$ cat config.mk
export PLATFORM = sky130hd
export DESIGN_NAME = tmds_encoder
export DESIGN_NICKNAME = d
export VERILOG_FILES = /design/src/rtl/tmds_encoder.sv
export SDC_FILE = /design/constraint.sdc
export NUM_CORES = 1
export LEC_CHECK = 0
export ABC_AREA = 0
export CORE_MARGIN = 10
export CORE_UTILIZATION = 25
export CTS_CLUSTER_SIZE = 30
export DETAILED_ROUTE_END_ITERATION = 16
export MAX_ROUTING_LAYER = met4
export PLACE_DENSITY_LB_ADDON = 0.3
export REMOVE_ABC_BUFFERS = 1
export SETUP_SLACK_MARGIN = 0.02
export SYNTH_ARGS = -nofsm -noshare
export SYNTH_HDL_FRONTEND = slang
export SYNTH_SLANG_ARGS = --single-unit
$ cat constraint.sdc
create_clock -name clk -period 6.51 [get_ports clk]
set_clock_uncertainty 0.05 [all_clocks]
set_input_delay 1.302 -clock clk [delete_from_list [all_inputs] [get_ports clk]]
set_output_delay 1.302 -clock clk [all_outputs]
set_load 0.01 [all_outputs]
$ cat src/rtl/tmds_encoder.sv
// tmds_encoder
//   Encodes one RGB pixel per clock into three 10-bit DVI TMDS symbols.
//   During active video (data_enable=1) each channel is 8b/10b encoded with
//   running DC balance. During blanking, 2-bit control codes are sent.
//   Pipeline latency is 2 + REG_INPUT clocks. There are no stalls.
//
// Ports
//   clk          pixel clock
//   reset        asynchronous assert, active-high
//   data_red     8-bit red component   (channel 2)
//   data_green   8-bit green component (channel 1)
//   data_blue    8-bit blue component  (channel 0)
//   data_enable  1 = active video, 0 = control period
//   hSync/vSync  sent as C0/C1 on the blue channel during blanking
//   tmds_red     channel 2 symbol (bit 0 transmitted first)
//   tmds_green   channel 1 symbol
//   tmds_blue    channel 0 symbol
module tmds_encoder #(
    parameter int REG_INPUT = 1
) (
    input  logic       clk,
    input  logic       reset,
    input  logic [7:0] data_red,
    input  logic [7:0] data_green,
    input  logic [7:0] data_blue,
    input  logic       data_enable,
    input  logic       hSync,
    input  logic       vSync,
    output logic [9:0] tmds_red,
    output logic [9:0] tmds_green,
    output logic [9:0] tmds_blue
);

    localparam logic [9:0] CTRL_00 = 10'h354;

    function automatic logic [3:0] ones8(input logic [7:0] v);
        logic [3:0] n;
        n = '0;
        for (int i = 0; i < 8; i++) begin
            n = n + {3'b000, v[i]};
        end
        return n;
    endfunction

    // Transition-minimising stage: q[8]=1 marks XOR coding, 0 marks XNOR.
    function automatic logic [8:0] transition_min(input logic [7:0] d);
        logic [8:0] q;
        logic [3:0] n;
        logic       use_xnor;
        n        = ones8(d);
        use_xnor = (n > 4'd4) || ((n == 4'd4) && !d[0]);
        q        = '0;
        q[0]     = d[0];
        for (int i = 1; i < 8; i++) begin
            q[i] = use_xnor ? ~(q[i-1] ^ d[i]) : (q[i-1] ^ d[i]);
        end
        q[8] = ~use_xnor;
        return q;
    endfunction

    function automatic logic [9:0] ctrl_symbol(input logic [1:0] c);
        logic [9:0] s;
        case (c)
            2'b00:   s = 10'h354;
            2'b01:   s = 10'h0AB;
            2'b10:   s = 10'h154;
            default: s = 10'h2AB;
        endcase
        return s;
    endfunction

    // Channel index follows DVI numbering: 0 blue, 1 green, 2 red.
    logic [7:0] raw_data [3];
    logic [7:0] in_data  [3];
    logic       in_de;
    logic [1:0] in_ctrl;
    logic [9:0] sym_out  [3];

    assign raw_data[0] = data_blue;
    assign raw_data[1] = data_green;
    assign raw_data[2] = data_red;

    // ---------------- S0: optional input register ----------------
    generate
        if (REG_INPUT != 0) begin : g_in_reg
            logic [7:0] data_q [3];
            logic       de_q;
            logic [1:0] ctrl_q;

            always_ff @(posedge clk or posedge reset) begin
                if (reset) begin
                    for (int i = 0; i < 3; i++) begin
                        data_q[i] <= '0;
                    end
                    de_q   <= 1'b0;
                    ctrl_q <= 2'b00;
                end else begin
                    for (int i = 0; i < 3; i++) begin
                        data_q[i] <= raw_data[i];
                    end
                    de_q   <= data_enable;
                    ctrl_q <= {vSync, hSync};
                end
            end

            assign in_data = data_q;
            assign in_de   = de_q;
            assign in_ctrl = ctrl_q;
        end else begin : g_in_direct
            assign in_data = raw_data;
            assign in_de   = data_enable;
            assign in_ctrl = {vSync, hSync};
        end
    endgenerate

    // ---------------- S1 shared control pipeline ----------------
    logic       s1_de_q;
    logic [1:0] s1_ctrl_q;

    always_ff @(posedge clk or posedge reset) begin
        if (reset) begin
            s1_de_q   <= 1'b0;
            s1_ctrl_q <= 2'b00;
        end else begin
            s1_de_q   <= in_de;
            s1_ctrl_q <= in_ctrl;
        end
    end

    // ---------------- Per-channel S1 + S2 ----------------
    generate
        for (genvar gi = 0; gi < 3; gi++) begin : g_ch
            logic [8:0]        qm_d, qm_q;
            logic [3:0]        n1_d, n1_q;
            logic signed [4:0] cnt_d, cnt_q;
            logic signed [4:0] diff;        // N1 - N0 of the registered q_m
            logic [9:0]        sym_d, sym_q;
            logic [1:0]        ch_ctrl;

            assign qm_d = transition_min(in_data[gi]);
            assign n1_d = ones8(qm_d[7:0]);

            // Only blue carries the sync bits; red and green always send ctrl 00.
            assign ch_ctrl = (gi == 0) ? s1_ctrl_q : 2'b00;

            // N1 - N0 = 2*N1 - 8; range -8..8, so 5-bit signed is exact.
            assign diff = $signed({n1_q, 1'b0} - 5'd8);

            always_comb begin
                cnt_d = cnt_q;
                sym_d = CTRL_00;
                if (!s1_de_q) begin
                    cnt_d = '0;
                    sym_d = ctrl_symbol(ch_ctrl);
                end else if ((cnt_q == 5'sd0) || (n1_q == 4'd4)) begin
                    sym_d = {~qm_q[8], qm_q[8], qm_q[8] ? qm_q[7:0] : ~qm_q[7:0]};
                    cnt_d = qm_q[8] ? (cnt_q + diff) : (cnt_q - diff);
                end else if (((cnt_q > 5'sd0) && (n1_q > 4'd4)) ||
                             ((cnt_q < 5'sd0) && (n1_q < 4'd4))) begin
                    // Invert the data to pull the running disparity back toward zero.
                    sym_d = {1'b1, qm_q[8], ~qm_q[7:0]};
                    cnt_d = cnt_q + (qm_q[8] ? 5'sd2 : 5'sd0) - diff;
                end else begin
                    sym_d = {1'b0, qm_q[8], qm_q[7:0]};
                    cnt_d = cnt_q - (qm_q[8] ? 5'sd0 : 5'sd2) + diff;
                end
            end

            always_ff @(posedge clk or posedge reset) begin
                if (reset) begin
                    qm_q  <= '0;
                    n1_q  <= '0;
                    cnt_q <= '0;
                    sym_q <= CTRL_00;
                end else begin
                    qm_q  <= qm_d;
                    n1_q  <= n1_d;
                    cnt_q <= cnt_d;
                    sym_q <= sym_d;
                end
            end

            assign sym_out[gi] = sym_q;
        end
    endgenerate

    assign tmds_blue  = sym_out[0];
    assign tmds_green = sym_out[1];
    assign tmds_red   = sym_out[2];

endmodule

Word level (Yosys, flattened, before mapping)
Cells that the tools add are included.
{ "word_totals": {"elab_cells": 233, "regBits": 114, "input_bits": 29, "output_inout_bits": 30} }
{ "classes": {"bitwise": 51, "addsub": 63, "magnitude_cmp": 15, "n_eq_ne": 8, "mux": 52, "reduce_logical": 25} }
{ "op_table": {"columns": ["op", "n"], "rows": [
  ["4-bit by 1-bit adder with 4-bit output", 24],
  ["10-bit 2-to-1 mux", 9],
  ["5-bit 2-to-1 mux", 12],
  ["5-bit adder", 6],
  ["10-bit case mux with 3 select lines", 1],
  ["5-bit subtractor", 6],
  ["1-bit NOT", 27],
  ["3-bit by 1-bit adder with 4-bit output", 6],
  ["4-bit by 3-bit == test with 1-bit output (second input constant)", 6],
  ["4-bit by 3-bit > comparator with 1-bit output (second input constant)", 6],
  ["8-bit 2-to-1 mux", 3],
  ["8-bit NOT", 3],
  ["1-bit 2-to-1 mux", 21],
  ["1-bit bitwise XOR", 21],
  ["2-bit by 1-bit adder with 3-bit output", 6],
  ["5-bit by 3-bit adder with 5-bit output", 3],
  ["5-bit by 1-bit > comparator with 1-bit output (second input constant)", 3],
  ["5-bit logical NOT", 3],
  ["5-bit by 1-bit less-than comparator with 1-bit output (second input constant)", 3],
  ["5-bit by 3-bit subtractor with 5-bit output", 3],
  ["5-bit by 4-bit subtractor with 5-bit output (second input constant)", 3],
  ["1-bit by 1-bit adder with 2-bit output", 6],
  ["4-bit by 3-bit less-than comparator with 1-bit output (second input constant)", 3],
  ["2-bit 2-to-1 mux", 6],
  ["6 further kinds", 24]
]} }

Logic depth before layout (Yosys ltp)
{ "depth": {"depth_word": 30, "mapped_depth": 22, "ltp_nobuf": 21} }

Worst setup path after synthesis
OpenSTA, ideal clock, no wires.
{ "synth_timing": {"kind": "register -> register", "start": "register g_in_reg.data_q[9] (netlist bit)", "end": "register g_ch[1].n1_q[2]", "arrival_ns": 5.556, "t_required_ns": 6.337, "setup_slack_ns": 0.781, "setup_time_ns": 0.123, "stages_incl_launch_ff": 23, "path_buffers": 1, "period_less_slack_ns": 5.729, "cell_sequence": "dfrtp_1 -> inv_1 -> fa_1 -> fa_1 -> fa_1 -> inv_1 -> ha_1 -> fa_1 -> nor3b_1 -> o21ai_0 -> a21o_1 -> clkbuf_1 -> xnor2_1 -> fa_1 -> xnor2_1 -> ha_1 -> inv_1 -> fa_1 -> inv_1 -> ha_1 -> inv_1 -> fa_1 -> xnor2_1"} }
{ "synth_via": {"elab_chain_cells": 30, "elab_cells_between_ends": 39, "classes_between": "14 x add/sub; 1 x order compare; 1 x eq/ne; 7 x mux; 14 x bitwise; 2 x reduce/logical"} }
{ "synth_lines": {"columns": ["element", "line_no", "text"], "rows": [
  ["start: declaration", "86", "logic [7:0] data_q [3];"],
  ["start signal: indexed assignment", "99", "data_q[i] <= raw_data[i];"],
  ["branches (longest 10 deep; another with 3-bit by 1-bit adder with 4-bit output)", null, null],
  ["1-bit 2-to-1 mux *", "55", "q[i] = use_xnor ? ~(q[i-1] ^ d[i]) : (q[i-1] ^ d[i]);"],
  ["named net g_ch[1].qm_d[1]", "133", "logic [8:0] qm_d, qm_q;"],
  ["branches (longest 18 deep; another with 3-bit by 1-bit adder with 4-bit output)", null, null],
  ["4-bit by 1-bit adder with 4-bit output *", "40", "n = n + {3'b000, v[i]};"],
  ["named net g_ch[1].n1_d[2]", "134", "logic [3:0] n1_d, n1_q;"],
  ["end signal: assignment", "177", "n1_q <= n1_d;"],
  ["end: declaration", "134", null]
]} }
Mark *: on every way through the listed nets, which the timed path passes.

Final worst setup path
Ends and elaborated chain as after synthesis.

==> results.toml <==
[outcome]
status = "finished, final reports clean"

[global_route]
grt_pass1_vias = 4272
grt_max_degree = 78
overflow = 0
grt_antenna_before_repair = 0
grt_pass1_wl_um = 22110
grt.total_usage = 0.08368

[clock_tree]
cts_buffer_depth = 2
clockRootBuffer = "clkbuf_16"
post_cts_buffers = 0
clock_sinks = 111
path_clk_slew_ps = 80
cts_resized = 0
numCtsBuffers = 9
clock_latency_ps = 350
h-tree-depth = 3
cts_tree = "yes"
ctsHoldBuffers = 0

[floorplanning]
start_util = 0.2526
ioPinCount = 59
rows = 60
die_w_um = 184.3
die_y_um = 184.3
dieArea_mm2 = 0.03398
fp.coreArea_mm2 = 0.02673

[synthesis]
avgSynthCellArea_um2 = 11.52
yosys.cell_types.count = 47
muxShareOfSynthArea = 0.01835
ys_warn_count = 0
synth_top_area_frac = 0.3558
synth_ff_type = "dfrtp_1"
synth_fa_ha_area_frac = 0.2309
synthCells = 586
synth.cell_area_mm2 = 0.006751
synthSimpleGateAreaFrac = 0.05523
synthXorXnorAreaFrac = 0.1494
synth_top_family_by_area = "adder cells"
ys_async_sr_fraction = 1.000
synth_compound_area_frac = 0.07228
yosys.area.top_type = "dfrtp_1"
synth.area.top_cells = "dfrtp_1 36%, ha_1 12%, fa_1 11%"
synth_seq_cells = 111
synth_enable_flop_cells = 0
seq_area_frac_synth = 0.4142

[worst_hold_path]
holdPathEnd = "s1_de_q"
hold_depth = 0
hp-start = "g_in_reg.de_q"
hold_path_class = "reg -> reg"

[worst_setup_path]
reg2reg_from = "g_in_reg.data_q[9]"
worst_r2r_endpoint = "g_ch[1].n1_q[2]"
cp-start-kind = "register"
path_class = "reg -> reg"
ff2ff_setup_slack_ps = 620
worstPathMaxFanout = 5
endpoint_kind = "register"
ff2ff_path_depth = 21
cp.required_ps = 6710
crit_arrival_ps = 6090

[sta]
hold_violations = 0
post-route-min-period_ps = 5892
max_freq_mhz = 169.7
finalMaxSlewViolations = 0
rsz0062_at_grt = "false"
setup_viol = 0
min_period_over_period = 0.9051
tightestPinTransition_ps = 930.7
setup_tns_ps = 0
max_slew_margin = 0.3795

[power_and_ir_drop]
finalPower_mw = 4.908
p_seq_frac = 0.225
p_leak_nw = 3.839
clockPowerShare = 0.122
powerDensity_mw_per_mm2 = 606.6
ir_drop_mv = 0.1836
switching_power_mw = 2.050
swShare = 0.4178
power.internal_mw = 2.857
power_frac_comb = 0.652

[final_layout]
final_nets = 784
drive_above_1_share = 0.08676
antenna_cells = 0
syn_to_final_growth_pct = 19.83

[placed_design]
portBuffers = 58
gp_congestion = 0.7912
dp_hpwl_um = 10020

[drt]
viasPerCell = 3.934
final_antenna_net_count = 0
first_iter_violations = 90
wl_um = 12900
dr_total_vias = 3926
wl_per_cell_um = 12.92
drc_errors = 0
dr.pass1.iters = 4

[flow_run]
max-cap-violations = 0
-- layout make-up --
cell class                 instances  area [µm²]
sequential                       111        2796
clock buffer                      12       266.5
fill                            2758       18640
tap                              341       426.7
multi-input combinational        368        3552
clock inverter                     4       63.81
timing repair buffer              61       603.1
inverter                         101       381.6
-- Yosys cell counts (3+ instances only) --
library cell  count
nor2_1           31
ha_1             67
o21ai_0          13
nor2b_1           6
mux2i_1           9
xnor2_2           7
clkbuf_1          4
nor3b_1           5
xnor2_1          58
a21oi_1          20
nor3_1            7
nand2_1          18
nand2b_1          3
dfrtp_1          96
xor2_1           31
dfstp_2          15
and2_1            3
a31oi_1           5
a21o_1           19
inv_1            98
fa_1             36
mux2_2            3
o21a_1            4
-- power by group through the flow --
stage / registers (mW) / logic [mW] / clock network, mW
6_report: 1.11 / 3.20 / 0.601
5_1_grt: 1.14 / 3.70 / 0.650
4_1_cts: 1.11 / 3.27 / 0.624
3_5_place_dp: 1.12 / 3.24 / 0
3_3_place_gp: 1.12 / 3.22 / 0
2_1_floorplan: 1.13 / 2.47 / 0
-- routing by layer --
layer | track usage | wire length, µm | vias up
li1 | - | - | 1981
met1 | 0.1076 | 6410 | 1875
met2 | 0.1289 | 5894 | 60
met3 | 0.02126 | 452 | 10
met4 | 0.02065 | 138 | 0
met5 | - | 0 | -
-- critical path, cell delays in order (launching register included) --
cell     delay, ps
dfrtp_1        390
inv_1           70
fa_1           550
fa_1           430
fa_1           490
inv_1           40
ha_1           190
fa_1           440
nor3b_1        260
o21ai_0        120
a21o_1         260
xnor2_1        280
fa_1           490
xnor2_1        150
ha_1           270
inv_1           50
fa_1           460
inv_1           70
ha_1           160
inv_1           50
fa_1           380
xnor2_1        130
-- worst max-delay path by stage --
stage                              startpoint         endpoint  cells after the start
after floorplan           g_in_reg.data_q[17]  g_ch[0].n1_q[2]                     19
after global placement    g_in_reg.data_q[20]  g_ch[0].n1_q[1]                     19
after detailed placement   g_in_reg.data_q[9]  g_ch[1].n1_q[2]                     21
after CTS                  g_in_reg.data_q[9]  g_ch[1].n1_q[2]                     21
after global routing       g_in_reg.data_q[9]  g_ch[1].n1_q[2]                     21
final                      g_in_reg.data_q[9]  g_ch[1].n1_q[2]                     21
-- kinds of logic after synthesis --
kind of cell,count (synthesis)
flops,111
buf+inv,107
fa+ha+maj,103
xor+xnor,101
simple gates,79
compound gates,73
mux,12
-- cell usage in the layout (no fill, tap or decap), types with 4 or more instances in the layout --
cell             count
dfrtp_1             96
nor2_1              31
nor3_1               7
dfstp_2             15
clkbuf_16            9
o21a_1               4
xnor2_1             58
xnor2_2              7
nor2b_1              6
inv_1               97
nor3b_1              5
xor2_1              31
a21oi_1             20
o21ai_0             13
mux2i_1              9
a21o_1              19
a31oi_1              5
nand2_1             18
ha_1                67
fa_1                36
clkdlybuf4s50_1     58
-- sequential cells by signal (all words and copies together), names as in the netlist --
register / flops
g_ch.ch_ctrl: 2
g_ch.cnt_q: 12
g_ch.n1_q: 12
g_ch.qm_d: 3
g_ch.qm_q: 27
g_in_reg.ctrl_q: 2
g_in_reg.data_q: 21
g_in_reg.de_q: 1
s1_de_q: 1
tmds_blue: 10
tmds_green: 10
tmds_red: 10
-- stage by stage --
step	worst slack (ps)	utilization	hold slack, ps	instance area (µm²)	std cells
finish	617.6	0.3027	300.8	8090	998
global route	199.4	0.3027	304.9	8090	998
CTS	597.0	0.3027	303.4	8090	998
detailed placement	614.1	0.2904	284.7	7760	982
global placement	722.7	0.2904	287.9	7760	982
floorplan	848.7	-	281.2	6728	580
(Power assumes the default switching activity.)
